$ cat src/rtl/multicycle_control_pkg.sv
`default_nettype none
// ============================================================================
//  Module      : rv_ctrl_pkg
//  Description : Shared types and constants for the RV32I multicycle
//                controller: state enumeration, supported opcodes, ALU
//                operation encodings and the bundled control-output struct.
//  Revision    : 1.0  initial release
// ============================================================================
package rv_ctrl_pkg;

    typedef enum logic [3:0] {
        S_FETCH     = 4'd0,
        S_DECODE    = 4'd1,
        S_EXEC_I    = 4'd2,
        S_WB_ALU    = 4'd3,
        S_MEM_ADDR  = 4'd4,
        S_MEM_READ  = 4'd5,
        S_WB_MEM    = 4'd6,
        S_MEM_WRITE = 4'd7,
        S_BRANCH    = 4'd8,
        S_TRAP      = 4'd9
    } mc_state_t;

    localparam logic [6:0] OP_ADDI = 7'b0010011;
    localparam logic [6:0] OP_BNE  = 7'b1100011;
    localparam logic [6:0] OP_SW   = 7'b0100011;
    localparam logic [6:0] OP_LW   = 7'b0000011;

    localparam logic [2:0] ALU_ADD = 3'b000;
    localparam logic [2:0] ALU_SUB = 3'b001;

    // Control outputs as produced by the state decoder (illegal is held
    // separately as a sticky register in the top level).
    typedef struct packed {
        logic       mem_req;
        logic       AdrSrc;
        logic       MemWrite;
        logic       IRWrite;
        logic       PCWrite;
        logic       PCsrc;
        logic       ImmSrc;
        logic       ALUsrc;
        logic [2:0] ALUctrl;
        logic       RegWrite;
        logic       ResultSrc;
        logic       retire;
    } mc_ctrl_t;

    // State that follows DECODE for a given opcode.
    function automatic mc_state_t decode_next(input logic [6:0] op);
        mc_state_t nxt;
        case (op)
            OP_ADDI:      nxt = S_EXEC_I;
            OP_LW, OP_SW: nxt = S_MEM_ADDR;
            OP_BNE:       nxt = S_BRANCH;
            default:      nxt = S_TRAP;
        endcase
        return nxt;
    endfunction

endpackage
`default_nettype wire

$ cat src/rtl/multicycle_control_if.sv
`default_nettype none
// ============================================================================
//  Module      : multicycle_control_if
//  Description : Bundle between the multicycle controller and the datapath /
//                unified memory.
//                master : controller (drives control outputs)
//                slave  : datapath + memory (drives instr, EQ, mem_ready)
//  Ports       : instr[address_width], EQ, mem_ready      (datapath -> ctrl)
//                mem_req, AdrSrc, MemWrite, IRWrite, PCWrite, PCsrc, ImmSrc,
//                ALUsrc, ALUctrl[3], RegWrite, ResultSrc, retire, illegal
//                                                         (ctrl -> datapath)
//  Revision    : 1.0  initial release
// ============================================================================
interface multicycle_control_if #(
    parameter int address_width = 7
);
    logic [address_width-1:0] instr;
    logic                     EQ;
    logic                     mem_ready;

    logic                     mem_req;
    logic                     AdrSrc;
    logic                     MemWrite;
    logic                     IRWrite;
    logic                     PCWrite;
    logic                     PCsrc;
    logic                     ImmSrc;
    logic                     ALUsrc;
    logic [2:0]               ALUctrl;
    logic                     RegWrite;
    logic                     ResultSrc;
    logic                     retire;
    logic                     illegal;

    modport master (
        input  instr, EQ, mem_ready,
        output mem_req, AdrSrc, MemWrite, IRWrite, PCWrite, PCsrc, ImmSrc,
               ALUsrc, ALUctrl, RegWrite, ResultSrc, retire, illegal
    );

    modport slave (
        output instr, EQ, mem_ready,
        input  mem_req, AdrSrc, MemWrite, IRWrite, PCWrite, PCsrc, ImmSrc,
               ALUsrc, ALUctrl, RegWrite, ResultSrc, retire, illegal
    );
endinterface
`default_nettype wire

$ cat src/rtl/multicycle_control_decode.sv
`default_nettype none
// ============================================================================
//  Module      : mc_output_decode
//  Description : Combinational mapping from controller state (plus the
//                memory handshake in the memory states) to control outputs.
//  Ports       : state_i     - current controller state
//                mem_ready_i - memory completes the pending access
//                is_lw_i     - current instruction is a load
//                eq_i        - ALU equal flag (used only in BRANCH)
//                ctrl_o      - control output bundle
//  Revision    : 1.0  initial release
// ============================================================================
module mc_output_decode
    import rv_ctrl_pkg::*;
(
    input  mc_state_t state_i,
    input  logic      mem_ready_i,
    input  logic      is_lw_i,
    input  logic      eq_i,
    output mc_ctrl_t  ctrl_o
);

    always_comb begin
        ctrl_o = '0;
        case (state_i)
            S_FETCH: begin
                ctrl_o.mem_req = 1'b1;
                // Latch the instruction and advance PC only on completion.
                if (mem_ready_i) begin
                    ctrl_o.IRWrite = 1'b1;
                    ctrl_o.PCWrite = 1'b1;
                end
            end
            S_EXEC_I: begin
                ctrl_o.ALUsrc  = 1'b1;
                ctrl_o.ImmSrc  = 1'b1;
                ctrl_o.ALUctrl = ALU_ADD;
            end
            S_WB_ALU: begin
                ctrl_o.RegWrite = 1'b1;
                ctrl_o.retire   = 1'b1;
            end
            S_MEM_ADDR: begin
                ctrl_o.ALUsrc  = 1'b1;
                ctrl_o.ALUctrl = ALU_ADD;
                // I-type immediate for loads, S-type for stores.
                ctrl_o.ImmSrc  = is_lw_i;
            end
            S_MEM_READ: begin
                ctrl_o.mem_req = 1'b1;
                ctrl_o.AdrSrc  = 1'b1;
            end
            S_WB_MEM: begin
                ctrl_o.RegWrite  = 1'b1;
                ctrl_o.ResultSrc = 1'b1;
                ctrl_o.retire    = 1'b1;
            end
            S_MEM_WRITE: begin
                ctrl_o.mem_req  = 1'b1;
                ctrl_o.AdrSrc   = 1'b1;
                ctrl_o.MemWrite = 1'b1;
                ctrl_o.retire   = mem_ready_i;
            end
            S_BRANCH: begin
                ctrl_o.ALUctrl = ALU_SUB;
                ctrl_o.PCsrc   = 1'b1;
                ctrl_o.PCWrite = ~eq_i;
                ctrl_o.retire  = 1'b1;
            end
            default: ctrl_o = '0;
        endcase
    end

endmodule
`default_nettype wire

$ cat src/rtl/multicycle_control.sv
`default_nettype none
// ============================================================================
//  Module      : multicycle_control
//  Description : Multicycle RV32I controller for addi/bne/sw/lw sharing one
//                memory port and one ALU. Holds the state register, the
//                next-state logic and the sticky illegal-opcode flag.
//  Ports       : clk - system clock
//                rst - synchronous active-high reset
//                bus - multicycle_control_if master modport
//  Revision    : 1.0  initial release
// ============================================================================
module multicycle_control
    import rv_ctrl_pkg::*;
#(
    parameter int address_width = 7
) (
    input  logic                 clk,
    input  logic                 rst,
    multicycle_control_if.master bus
);

    mc_state_t  state_q;
    mc_state_t  state_d;
    logic       illegal_q;
    logic       illegal_d;
    logic [6:0] w_opcode;
    logic       w_is_lw;
    mc_ctrl_t   w_ctrl_raw;
    mc_ctrl_t   w_ctrl;

    assign w_opcode = bus.instr[6:0];
    assign w_is_lw  = (w_opcode == OP_LW);

    always_comb begin
        state_d = state_q;
        case (state_q)
            S_FETCH:     if (bus.mem_ready) state_d = S_DECODE;
            S_DECODE:    state_d = decode_next(w_opcode);
            S_EXEC_I:    state_d = S_WB_ALU;
            S_WB_ALU:    state_d = S_FETCH;
            S_MEM_ADDR:  state_d = w_is_lw ? S_MEM_READ : S_MEM_WRITE;
            S_MEM_READ:  if (bus.mem_ready) state_d = S_WB_MEM;
            S_WB_MEM:    state_d = S_FETCH;
            S_MEM_WRITE: if (bus.mem_ready) state_d = S_FETCH;
            S_BRANCH:    state_d = S_FETCH;
            S_TRAP:      state_d = S_TRAP;
            default:     state_d = S_FETCH;
        endcase
    end

    // Set on entry into TRAP; since TRAP only exits through reset the flag
    // stays high until then.
    assign illegal_d = illegal_q | (state_d == S_TRAP);

    always_ff @(posedge clk) begin
        if (rst) begin
            state_q   <= S_FETCH;
            illegal_q <= 1'b0;
        end else begin
            state_q   <= state_d;
            illegal_q <= illegal_d;
        end
    end

    mc_output_decode u_decode (
        .state_i     (state_q),
        .mem_ready_i (bus.mem_ready),
        .is_lw_i     (w_is_lw),
        .eq_i        (bus.EQ),
        .ctrl_o      (w_ctrl_raw)
    );

    // All outputs are suppressed while reset is asserted, whatever the
    // state register currently holds.
    assign w_ctrl = rst ? '0 : w_ctrl_raw;

    assign bus.mem_req   = w_ctrl.mem_req;
    assign bus.AdrSrc    = w_ctrl.AdrSrc;
    assign bus.MemWrite  = w_ctrl.MemWrite;
    assign bus.IRWrite   = w_ctrl.IRWrite;
    assign bus.PCWrite   = w_ctrl.PCWrite;
    assign bus.PCsrc     = w_ctrl.PCsrc;
    assign bus.ImmSrc    = w_ctrl.ImmSrc;
    assign bus.ALUsrc    = w_ctrl.ALUsrc;
    assign bus.ALUctrl   = w_ctrl.ALUctrl;
    assign bus.RegWrite  = w_ctrl.RegWrite;
    assign bus.ResultSrc = w_ctrl.ResultSrc;
    assign bus.retire    = w_ctrl.retire;
    assign bus.illegal   = illegal_q & ~rst;

endmodule
`default_nettype wire
$ cat src/flat_wrapper.sv
// flat-port wrapper written by rule: the top's interface ports become plain ports
module multicycle_control_flat import rv_ctrl_pkg::*;
#(
    parameter int address_width = 7
)
  (clk, rst, bus_instr, bus_EQ, bus_mem_ready, bus_mem_req, bus_AdrSrc, bus_MemWrite, bus_IRWrite, bus_PCWrite, bus_PCsrc, bus_ImmSrc, bus_ALUsrc, bus_ALUctrl, bus_RegWrite, bus_ResultSrc, bus_retire, bus_illegal);
  multicycle_control_if #(.address_width(address_width)) bus_i ();
  input  logic clk;
  input  logic rst;
  input wire logic [$bits(bus_i.instr)-1:0] bus_instr;
  input wire logic [$bits(bus_i.EQ)-1:0] bus_EQ;
  input wire logic [$bits(bus_i.mem_ready)-1:0] bus_mem_ready;
  output wire logic [$bits(bus_i.mem_req)-1:0] bus_mem_req;
  output wire logic [$bits(bus_i.AdrSrc)-1:0] bus_AdrSrc;
  output wire logic [$bits(bus_i.MemWrite)-1:0] bus_MemWrite;
  output wire logic [$bits(bus_i.IRWrite)-1:0] bus_IRWrite;
  output wire logic [$bits(bus_i.PCWrite)-1:0] bus_PCWrite;
  output wire logic [$bits(bus_i.PCsrc)-1:0] bus_PCsrc;
  output wire logic [$bits(bus_i.ImmSrc)-1:0] bus_ImmSrc;
  output wire logic [$bits(bus_i.ALUsrc)-1:0] bus_ALUsrc;
  output wire logic [$bits(bus_i.ALUctrl)-1:0] bus_ALUctrl;
  output wire logic [$bits(bus_i.RegWrite)-1:0] bus_RegWrite;
  output wire logic [$bits(bus_i.ResultSrc)-1:0] bus_ResultSrc;
  output wire logic [$bits(bus_i.retire)-1:0] bus_retire;
  output wire logic [$bits(bus_i.illegal)-1:0] bus_illegal;
  assign bus_i.instr = bus_instr;
  assign bus_i.EQ = bus_EQ;
  assign bus_i.mem_ready = bus_mem_ready;
  assign bus_mem_req = bus_i.mem_req;
  assign bus_AdrSrc = bus_i.AdrSrc;
  assign bus_MemWrite = bus_i.MemWrite;
  assign bus_IRWrite = bus_i.IRWrite;
  assign bus_PCWrite = bus_i.PCWrite;
  assign bus_PCsrc = bus_i.PCsrc;
  assign bus_ImmSrc = bus_i.ImmSrc;
  assign bus_ALUsrc = bus_i.ALUsrc;
  assign bus_ALUctrl = bus_i.ALUctrl;
  assign bus_RegWrite = bus_i.RegWrite;
  assign bus_ResultSrc = bus_i.ResultSrc;
  assign bus_retire = bus_i.retire;
  assign bus_illegal = bus_i.illegal;
  multicycle_control #(.address_width(address_width)) u_core (.clk(clk), .rst(rst), .bus(bus_i));
endmodule
$ cat config.mk
export PLATFORM = sky130hd
export DESIGN_NAME = multicycle_control_flat
export DESIGN_NICKNAME = d
export VERILOG_FILES = /design/src/rtl/multicycle_control_pkg.sv /design/src/rtl/multicycle_control_if.sv /design/src/rtl/multicycle_control_decode.sv /design/src/rtl/multicycle_control.sv /design/src/flat_wrapper.sv
export SDC_FILE = /design/constraint.sdc
export NUM_CORES = 1
export LEC_CHECK = 0
export BUFFER_PORTS_ARGS = -buffer_cell sky130_fd_sc_hd__buf_2
export CAP_MARGIN = 20
export CORE_AREA = 3 3 40 42
export CTS_CLUSTER_SIZE = 8
export DETAILED_ROUTE_END_ITERATION = 10
export DIE_AREA = 0 0 43 45
export HOLD_SLACK_MARGIN = 0.03
export PLACE_DENSITY = 0.84
export SYNTH_ARGS = -nofsm -noshare
export SYNTH_HDL_FRONTEND = slang
export SYNTH_SLANG_ARGS = --single-unit
$ cat constraint.sdc
create_clock -name clk -period 3.6 [get_ports clk]
set_input_delay 0.54 -clock clk [delete_from_list [all_inputs] [get_ports clk]]
set_output_delay 0.54 -clock clk [all_outputs]
set_load 0.05 [all_outputs]
==> results.md, run 1 <==
* Hold path endpoint: u_core.state_q[0]
* DRC violations left at 0
* Grt total ovfl at 0
* Post-synth EDFFs at 0
* Initial antenna violation count at 0
* Max cap viols at 0
* Core area at about 1300 um^2
* Worst path max stage delay at between 0.4 and 0.5 ns
* Highest achievable clock rate at approximately 0.42 GHz
* Final Util at 0.494
* Distinct cell type count after synthesis at 34
* Initial core utilization at 0.429
* Clock sink count at 5
* Clk_skew at roughly 0.0034 ns
* CP arrival at roughly 1.8 ns
* Worst-case reg-to-reg path depth at 4
* Post-CTS setup buffers at 0
* Yosys warning total at 0
* CP Depth at 4
* Power per cell area at 318 nW/um^2
* Chip width at ~43 um
* Share of the synthesized area in the top cell type at 0.181
* Reg2reg end: u_core.state_q[0]
* Largest area contributor in the netlist: dfxtp_1
* Hold_buf cts at 0
* WL/cell at between 10 and 15 um
* Final GP Congestion at 0.845
* Area growth syn-to-layout at 15.0%
* Chip Height at between 40 and 50 um
* Final setup violation count at 0
* CP bufs+invs at 1
* Hold Path Depth at 2
* Critical Path RT at slightly above 3 ns
* Later-pin clock latency in the skew report at ~0.24 ns
* Layout cell share with drive strength beyond 1 at 0.330
* CP Class: reg -> out
* Vias in the first global route at about 490
* Post-CTS Resized at 0
* Internal reg-to-reg setup slack at approximately 2.0 ns
* CTS clk-pin slew, worst paths at 0.04 ns
* N_diodes at 0
* Hold_sp: rst
* Slew HR at 0.624
* Drt first pass iters at 4
* FF+latch count, synth at 5
* CTS Buf Count at 3
* Power Internal at 0.000125 W
* Layout fillers at ~140
* RSZ-0062 raised after global routing: false
* Total Routing Usage GR at 0.149
* P_leak at 0.298 nW
* Endpoint type of the worst setup path: output port
* Reg-to-Reg Start: u_core.state_q[2]
* Peak VDD IR at between 200 and 300 uV
* Area of the die at 1940 um^2
* Global-route wire length before repair at about 2200 um
* Antenna violation net count after detailed routing at 0
* Final Cycle Share at 0.655
* Sequential area share after synthesis at 0.181
* Reg area at roughly 100 um^2
* Combinational power share at 0.349
* Sw Ratio at 0.381
* Cell at the slowest stage of the critical path: dfxtp_1
* Post-synthesis cell count at 74
* Final min period at around 2.4 ns
* Status: finished, final reports clean
* Final setup TNS at 0 ns
* Most instantiated cells after synthesis: 9 x a21oi_1, 9 x nor2_1, 5 x dfxtp_1, 5 x nand2_1
* Sequential share of power at 0.337
* Crit-path leading delay family: simple AND/OR/NAND/NOR gates
* IO Pins at 26
* Worst Path Max Fanout at 17
* CTS tree: built
* Pin count of the biggest net entering global routing at 18
* Wirelength, routed at ~1300 um
* Main synth FF type: dfxtp_1
* Max Slew Vio Count at 0
* Hpwl dp at between 900 and 1000 um
* Post-synth ARST share at 0
* Clk buf depth at 2
* Multi-input gate area at 363 um^2
* Violation count after the first detailed-route iteration at 17
* Psw at 0.0000769 W
* Startpoint type of the worst setup path: register
* HP Class: in -> reg
* Vias per cell at 5.36
* Crit path cell chain: nor3_1 > nor3b_1 > a21o_1 > buf_2
* Root Driver: clkbuf_4
* IO buf count at 23
* CTS H-tree lvls at 1
* Hold Violations, Final at 0
* Synth area leaders: dfxtp_1 18%, a21oi_1 8.2%, buf_6 8.2%
* Post-Syn Area per Cell at about 7.5 um^2
* Mapped cell area at around 550 um^2
* Clk pwr share at 0.314
* Pin slew with the least headroom to its limit at between 0.5 and 0.6 ns
* Fin nets at 106
* Row count at 13
* Via count at ~580
[power by group through the flow]
stage / registers (W) / clock network (W) / logic (W)
6_report: 0.0000679 / 0.0000633 / 0.0000704
5_1_grt: 0.0000691 / 0.0000709 / 0.0000757
4_1_cts: 0.0000677 / 0.0000672 / 0.0000705
3_5_place_dp: 0.0000686 / 0 / 0.0000702
3_3_place_gp: 0.0000687 / 0 / 0.0000691
2_1_floorplan: 0.0000630 / 0 / 0.0000644
[how the worst max path moves through the flow]
stage / start / end / slack [ns]
after CTS: u_core.state_q[2] / bus_PCWrite / 1.22
after global routing: u_core.state_q[2] / bus_PCWrite / 1.06
final: u_core.state_q[2] / bus_PCWrite / 1.24
after floorplan: rst / bus_ImmSrc / 0.25
after global placement: rst / bus_ImmSrc / 1.50
after detailed placement: rst / bus_ImmSrc / 1.47
[cells by family after synthesis]
kind of cell / count (synthesis) / share of synthesized area
buffers and inverters: 11 / 0.168
AOI/OAI and AO/OA: 21 / 0.249
other: 1 / 0.00680
xor gates and xnor gates: 1 / 0.0159
and+or+nand+nor: 35 / 0.379
DFF: 5 / 0.181
[layout make-up]
| type | count | share of cell area |
|---|---|---|
| Sequential cell | 5 | 0.158 |
| Tap cell | 15 | 0.0296 |
| Inverter | 3 | 0.0178 |
| Clock buffer | 4 | 0.0414 |
| Multi-Input combinational cell | 59 | 0.572 |
| Timing Repair Buffer | 23 | 0.181 |
[cells in the final DEF (no fill, tap or decap), drive strengths merged, types with 2 or more instances in the layout]
cell / instances
a211o: 2
a211oi: 2
a21oi: 9
buf: 23
clkbuf: 4
conb: 2
dfxtp: 5
inv: 3
nand2: 5
nand2b: 2
nor2: 10
nor2b: 3
nor3: 4
nor4: 2
or2b: 2
[flip-flops by register name, indices dropped and copies added, names as in the netlist]
register	cells
u_core.state_q	4
u_core.illegal_q	1
[metal layers]
layer	routed length, um	share of wire	up-vias	global-route usage
met5	0	0	-	0
li1	-	-	298	-
met1	549	0.44	255	0.179
met2	569	0.45	29	0.237
met4	8	0.0064	0	0.0361
met3	128	0.10	2	0.0797
[through the flow]
stage	cells	total power, W	cell area (um^2)	hold slack (ns)	worst slack, ns
2_1_floorplan	75	0.000127	556	0.573	0.252
3_3_place_gp	105	0.000138	608	0.587	1.50
3_5_place_dp	105	0.000139	608	0.574	1.47
4_1_cts	109	0.000205	634	0.567	1.22
5_1_grt	109	0.000216	634	0.578	1.06
6_report	109	0.000202	634	0.578	1.24
Power figures use the tool's default switching activity.
==> inputs of run 2 (changes only) <==
Clock period 3.6 ns to 2.4 ns, I/O delays scaled along.
==> results.md, run 2 (same netlist as run 1, synthesis figures left out) <==
* Status: finished, final reports clean
* Drt first pass iters at 4 (unchanged)
* Clock sink count at 5 (unchanged)
* Grt total ovfl at 0 (unchanged)
* Pin slew with the least headroom to its limit at 0.555 ns (-0.00803 ns)
* Highest achievable clock rate at about 0.48 GHz
* Later-pin clock latency in the skew report at 0.24 ns (about the same)
* CP Class: reg -> out
* Crit-path leading delay family: simple AND/OR/NAND/NOR gates
* IO buf count at 23 (unchanged)
* CTS clk-pin slew, worst paths at 0.04 ns (about the same)
* Fin area at 644 um^2 (+1.6%)
* Post-CTS Resized at 0 (unchanged)
* Worst path max stage delay at 0.47 ns (about the same)
* Global-route wire length before repair at 2340 um (+8.0%)
* Final setup violation count at 0 (unchanged)
* Sequential share of power at 0.333 (-0.004)
* IO Pins at 26 (unchanged)
* Area of the die at 1940 um^2 (unchanged)
* Antenna violation net count after detailed routing at 0 (unchanged)
* Hpwl dp at 1060 um (+8.5%)
* CTS tree: built
* Critical Path RT at 2.04 ns (-1.02 ns)
* Violation count after the first detailed-route iteration at 7 (-10)
* Chip Height at 45 um (unchanged)
* N_diodes at 0 (unchanged)
* Total Routing Usage GR at 0.159 (+0.0100)
* Top reg by flops: u_core.state_q
* Most used routing layer: met2
* WL/cell at 12.3 um (+6.6%)
* Most common cell after layout, fill and taps aside: buf_2
* Peak VDD IR at 394 uV (+41%)
* Wirelength, routed at 1340 um (+6.6%)
* CP bufs+invs at 1 (unchanged)
* DRC violations left at 0 (unchanged)
* Clk buf depth at 2 (unchanged)
* Crit path cell chain: nor3_1 > nor3b_2 > a21o_1 > buf_2
* Core area at 1280 um^2 (unchanged)
* Worst Setup Slack, final at 0.295 ns (-0.946 ns)
* Final min period at roughly 2.1 ns
* Clk pwr share at 0.314 (about the same)
* Slew HR at 0.629 (+0.00536)
* Row count at 13 (unchanged)
* Cell at the slowest stage of the critical path: dfxtp_1
* Hold_buf cts at 0 (unchanged)
* Worst Path Max Fanout at 17 (unchanged)
* Power Internal at 0.000188 W (+50%)
* Area growth syn-to-layout at 16.8%
* Layout fillers at 131 (-3.7%)
* Dpl cell area at 618 um^2 (+1.6%)
* Chip width at 43 um (unchanged)
* Largest register FFs at 4 (unchanged)
* Initial core utilization at 0.429 (unchanged)
* HP Class: in -> reg
* Max Slew Vio Count at 0 (unchanged)
* Final hold slack at 0.404 ns (-0.174 ns)
* Multi-input gate area at 373 um^2 (+2.8%)
* P_leak at 0.301 nW (+1.2%)
* Psw at 0.000119 W (+55%)
* Fin nets at 106 (unchanged)
* Sw Ratio at 0.388 (+0.00651)
* Combinational power share at 0.354 (+0.005)
* Most frequent cells in the layout: 23 x buf_2, 9 x nor2_1, 9 x a21oi_1, 5 x nand2_1, 5 x dfxtp_1
* RSZ-0062 raised after global routing: false
* CTS H-tree lvls at 1 (unchanged)
* Max cap viols at 0 (unchanged)
* Endpoint type of the worst setup path: output port
* Final Cycle Share at 0.877
* Post-CTS setup buffers at 0 (unchanged)
* Routing usage on met3 at 0.0478 (-0.0319)
* Grt met1 use at 0.184 (+0.00483)
* Startpoint type of the worst setup path: register
* Pre-CTS setup slack at 0.531 ns (-0.941 ns)
* GR Util met2 at 0.269 (+0.0329)
* Hold Violations, Final at 0 (unchanged)
* Via count at 581 (-0.51%)
* Final GP Congestion at 0.782 (-7.5%)
* Initial antenna violation count at 0 (unchanged)
* Layout cell share with drive strength beyond 1 at 0.351 (+0.0213)
* Reg area at 100 um^2 (unchanged)
* Clk_skew at 0.00279 ns (-0.000650 ns)
* Pin count of the biggest net entering global routing at 18 (unchanged)
* Vias in the first global route at 549 (+12%)
* CP arrival at 1.75 ns (-0.07 ns)
* Largest registers: u_core.state_q (4), u_core.illegal_q (1)
* Power per cell area at 476 nW/um^2 (+50%)
* Root Driver: clkbuf_4
* CTS Buf Count at 3 (unchanged)
* Vias per cell at 5.33 (-0.51%)
-- run 2: cell count changes in the layout (fill, tap and decap cells not counted) --
cell     change
nor3_2       +1
nor3b_2      +1
nor3b_1      -1
nor3_1       -1
-- run 2: worst register-to-register path: cells and delay by family, from the launching register on --
family / cells / cell delay [ns]
flip-flops: 1 / 0.66
AND/OR/NAND/NOR: 2 / 0.44
AO/OA/AOI/OAI: 2 / 0.38
-- run 2: stage by stage --
stage,power [W],TNS (ns),cells,utilization
global placement,0.000209,0,105,0.481
floorplan,0.000192,-0.196,75,-
finish,0.000307,0,109,0.501
detailed placement,0.000211,0,105,0.481
global route,0.000327,0,109,0.501
CTS,0.000310,0,109,0.501
-- run 2: cell type report --
| cell class | count | area share |
|---|---|---|
| Inverter | 3 | 0.0175 |
| Clock buffer | 4 | 0.0408 |
| Timing Repair Buffer | 23 | 0.179 |
| Tap cell | 15 | 0.0291 |
| Sequential cell | 5 | 0.155 |
| Multi-Input combinational cell | 59 | 0.579 |
-- run 2: worst paths after layout --
check,cells past startpoint,slack [ns],to,from
worst max register to register,4,0.83,u_core.state_q[0],u_core.state_q[2]
worst min-delay path,2,0.40,u_core.state_q[0],rst
worst max-delay path,4,0.29,bus_PCWrite,u_core.state_q[2]
worst min register to register,2,0.58,u_core.illegal_q,u_core.illegal_q
-- run 2: power by group through the flow --
| stage | Clock (W) | Sequential (W) | Combinational, W |
|---|---|---|---|
| finish | 0.0000962 | 0.000102 | 0.000108 |
| global route | 0.000106 | 0.000104 | 0.000117 |
| CTS | 0.0000997 | 0.000102 | 0.000108 |
| detailed placement | 0 | 0.000103 | 0.000108 |
| global placement | 0 | 0.000103 | 0.000106 |
| floorplan | 0 | 0.0000945 | 0.0000979 |
-- run 2: layer usage --
metal	wire length, um	share of wire	vias up
met4	6	0.0045	0
met1	566	0.42	266
met2	668	0.50	17
met5	0	0	-
met3	97	0.072	2
li1	-	-	296
==> inputs of run 3 (changes only) <==
Settings changed: PLACE_DENSITY 0.84 to default, PLACE_DENSITY_LB_ADDON from default to 0.12, RECOVER_POWER from default to 50.
==> results.md, run 3 (same netlist as run 1, synthesis figures left out) <==
* Dpl cell area at 618 um^2 (unchanged)
* CTS H-tree lvls at 1 (unchanged)
* Post-CTS setup buffers at 0 (unchanged)
* Initial antenna violation count at 0 (unchanged)
* Pre-CTS setup slack at 0.575 ns (+0.0435 ns)
* Initial core utilization at 0.429 (unchanged)
* HP Class: in -> reg
* Core area at 1280 um^2 (unchanged)
* CP arrival at 1.74 ns (about the same)
* Later-pin clock latency in the skew report at 0.24 ns (about the same)
* Post-route insts no fill at 109 (unchanged)
* Peak VDD IR at 482 uV (+22%)
* Top reg by flops: u_core.state_q
* Critical Path RT at 2.04 ns (about the same)
* Antenna violation net count after detailed routing at 0 (unchanged)
* Highest achievable clock rate at 0.475 GHz (about the same)
* IO buf count at 23 (unchanged)
* Status: finished, final reports clean
* Power per cell area at 475 nW/um^2 (-0.19%)
* CTS Buf Count at 3 (unchanged)
* Wirelength, routed at 1240 um (-7.3%)
* Drt first pass iters at 4 (unchanged)
* Clk_skew at 0.00275 ns (-0.0000477 ns)
* Final GP Congestion at 0.741 (-5.2%)
* Fin area at 639 um^2 (-0.78%)
* Endpoint type of the worst setup path: output port
* Hold Violations, Final at 0 (unchanged)
* Max cap viols at 0 (unchanged)
* P_leak at 0.284 nW (-5.8%)
* Hpwl dp at 975 um (-8.2%)
* Grt total ovfl at 0 (unchanged)
* Post-CTS Resized at 0 (unchanged)
* Power, Total at 0.000304 W (-0.97%)
* Cell at the slowest stage of the critical path: dfxtp_1
* Largest register FFs at 4 (unchanged)
* Vias per cell at 5.33 (unchanged)
* DRC violations left at 0 (unchanged)
* Row count at 13 (unchanged)
* Most frequent cells in the layout: 19 x buf_2, 9 x nor2_1, 9 x a21oi_1
* WL/cell at 11.4 um (-7.3%)
* CTS clk-pin slew, worst paths at 0.04 ns (about the same)
* Slew HR at 0.604 (-0.0252)
* Chip Height at 45 um (unchanged)
* Via count at 581 (unchanged)
* Final Cycle Share at 0.877 (about the same)
* Area of the die at 1940 um^2 (unchanged)
* Max Slew Vio Count at 0 (unchanged)
* CP Class: reg -> out
* CTS tree: built
* Startpoint type of the worst setup path: register
* Area growth syn-to-layout at 15.9%
* Worst path max stage delay at 0.48 ns (about the same)
* Worst Path Max Fanout at 17 (unchanged)
* Hold_buf cts at 0 (unchanged)
* Vias in the first global route at 475 (-13%)
* Clock sink count at 5 (unchanged)
* Chip width at 43 um (unchanged)
* Total Routing Usage GR at 0.133 (-0.0261)
* Fin nets at 106 (unchanged)
* Root Driver: clkbuf_4
* Most common cell after layout, fill and taps aside: buf_2
* Crit path cell chain: nor3_1 > nor3b_2 > a21o_1 > buf_2
* N_diodes at 0 (unchanged)
* Post-Place Cells at 105 (unchanged)
* Layout cell share with drive strength beyond 1 at 0.309 (-0.0426)
* Violation count after the first detailed-route iteration at 15 (+8)
* Pin slew with the least headroom to its limit at 0.596 ns (+0.0411 ns)
* Global-route wire length before repair at 2020 um (-14%)
* Largest registers: u_core.state_q (4), u_core.illegal_q (1)
* RSZ-0062 raised after global routing: false
* Final min period at 2.10 ns (-0.000436 ns)
* Final hold slack at 0.410 ns (+0.00638 ns)
* Worst Setup Slack, final at 0.295 ns (+0.000436 ns)
* Clk buf depth at 2 (unchanged)
* IO Pins at 26 (unchanged)
* Final setup violation count at 0 (unchanged)
* Pin count of the biggest net entering global routing at 18 (unchanged)
[run 3: worst max-delay path: cells and delay by family (launching register included)]
family	cells	cell delay, ns
AOI/OAI and AO/OA	1	0.14
DFF	1	0.48
and+or+nand+nor	2	0.64
buffers and inverters	1	0.25
[run 3: where the power goes]
group	internal, W	switching, W
Sequential	0.0000894	0.0000130
Clock	0.0000627	0.0000320
Combinational	0.0000352	0.0000715
Total	0.000187	0.000116
[run 3: path summary, 6_finish.rpt]
path / from / to / slack (ns) / cells after the start
worst max-delay path: u_core.state_q[2] / bus_PCWrite / 0.30 / 4
worst min-delay path: rst / u_core.state_q[0] / 0.41 / 2
worst max register to register: u_core.state_q[2] / u_core.state_q[0] / 0.82 / 4
worst min register to register: u_core.illegal_q / u_core.illegal_q / 0.59 / 2
[run 3: cell type report]
class                      instances  area, um^2
tap                               15        18.8
sequential                         5         100
fill                             152         646
timing repair buffer              23         110
inverter                           3        11.3
clock buffer                       4        26.3
multi-input combinational         59         373
[run 3: stage by stage]
step / util / TNS, ns
detailed placement: 0.481 / 0
global placement: 0.481 / 0
floorplan: - / -0.196
finish: 0.498 / 0
CTS: 0.501 / 0
global route: 0.498 / 0
[run 3: metal layers]
layer | track usage | vias up | wire length, um
li1 | - | 297 | -
met1 | 0.188 | 256 | 571
met2 | 0.216 | 28 | 543
met3 | 0.0398 | 0 | 127
met4 | 0 | 0 | 0
met5 | 0 | - | 0
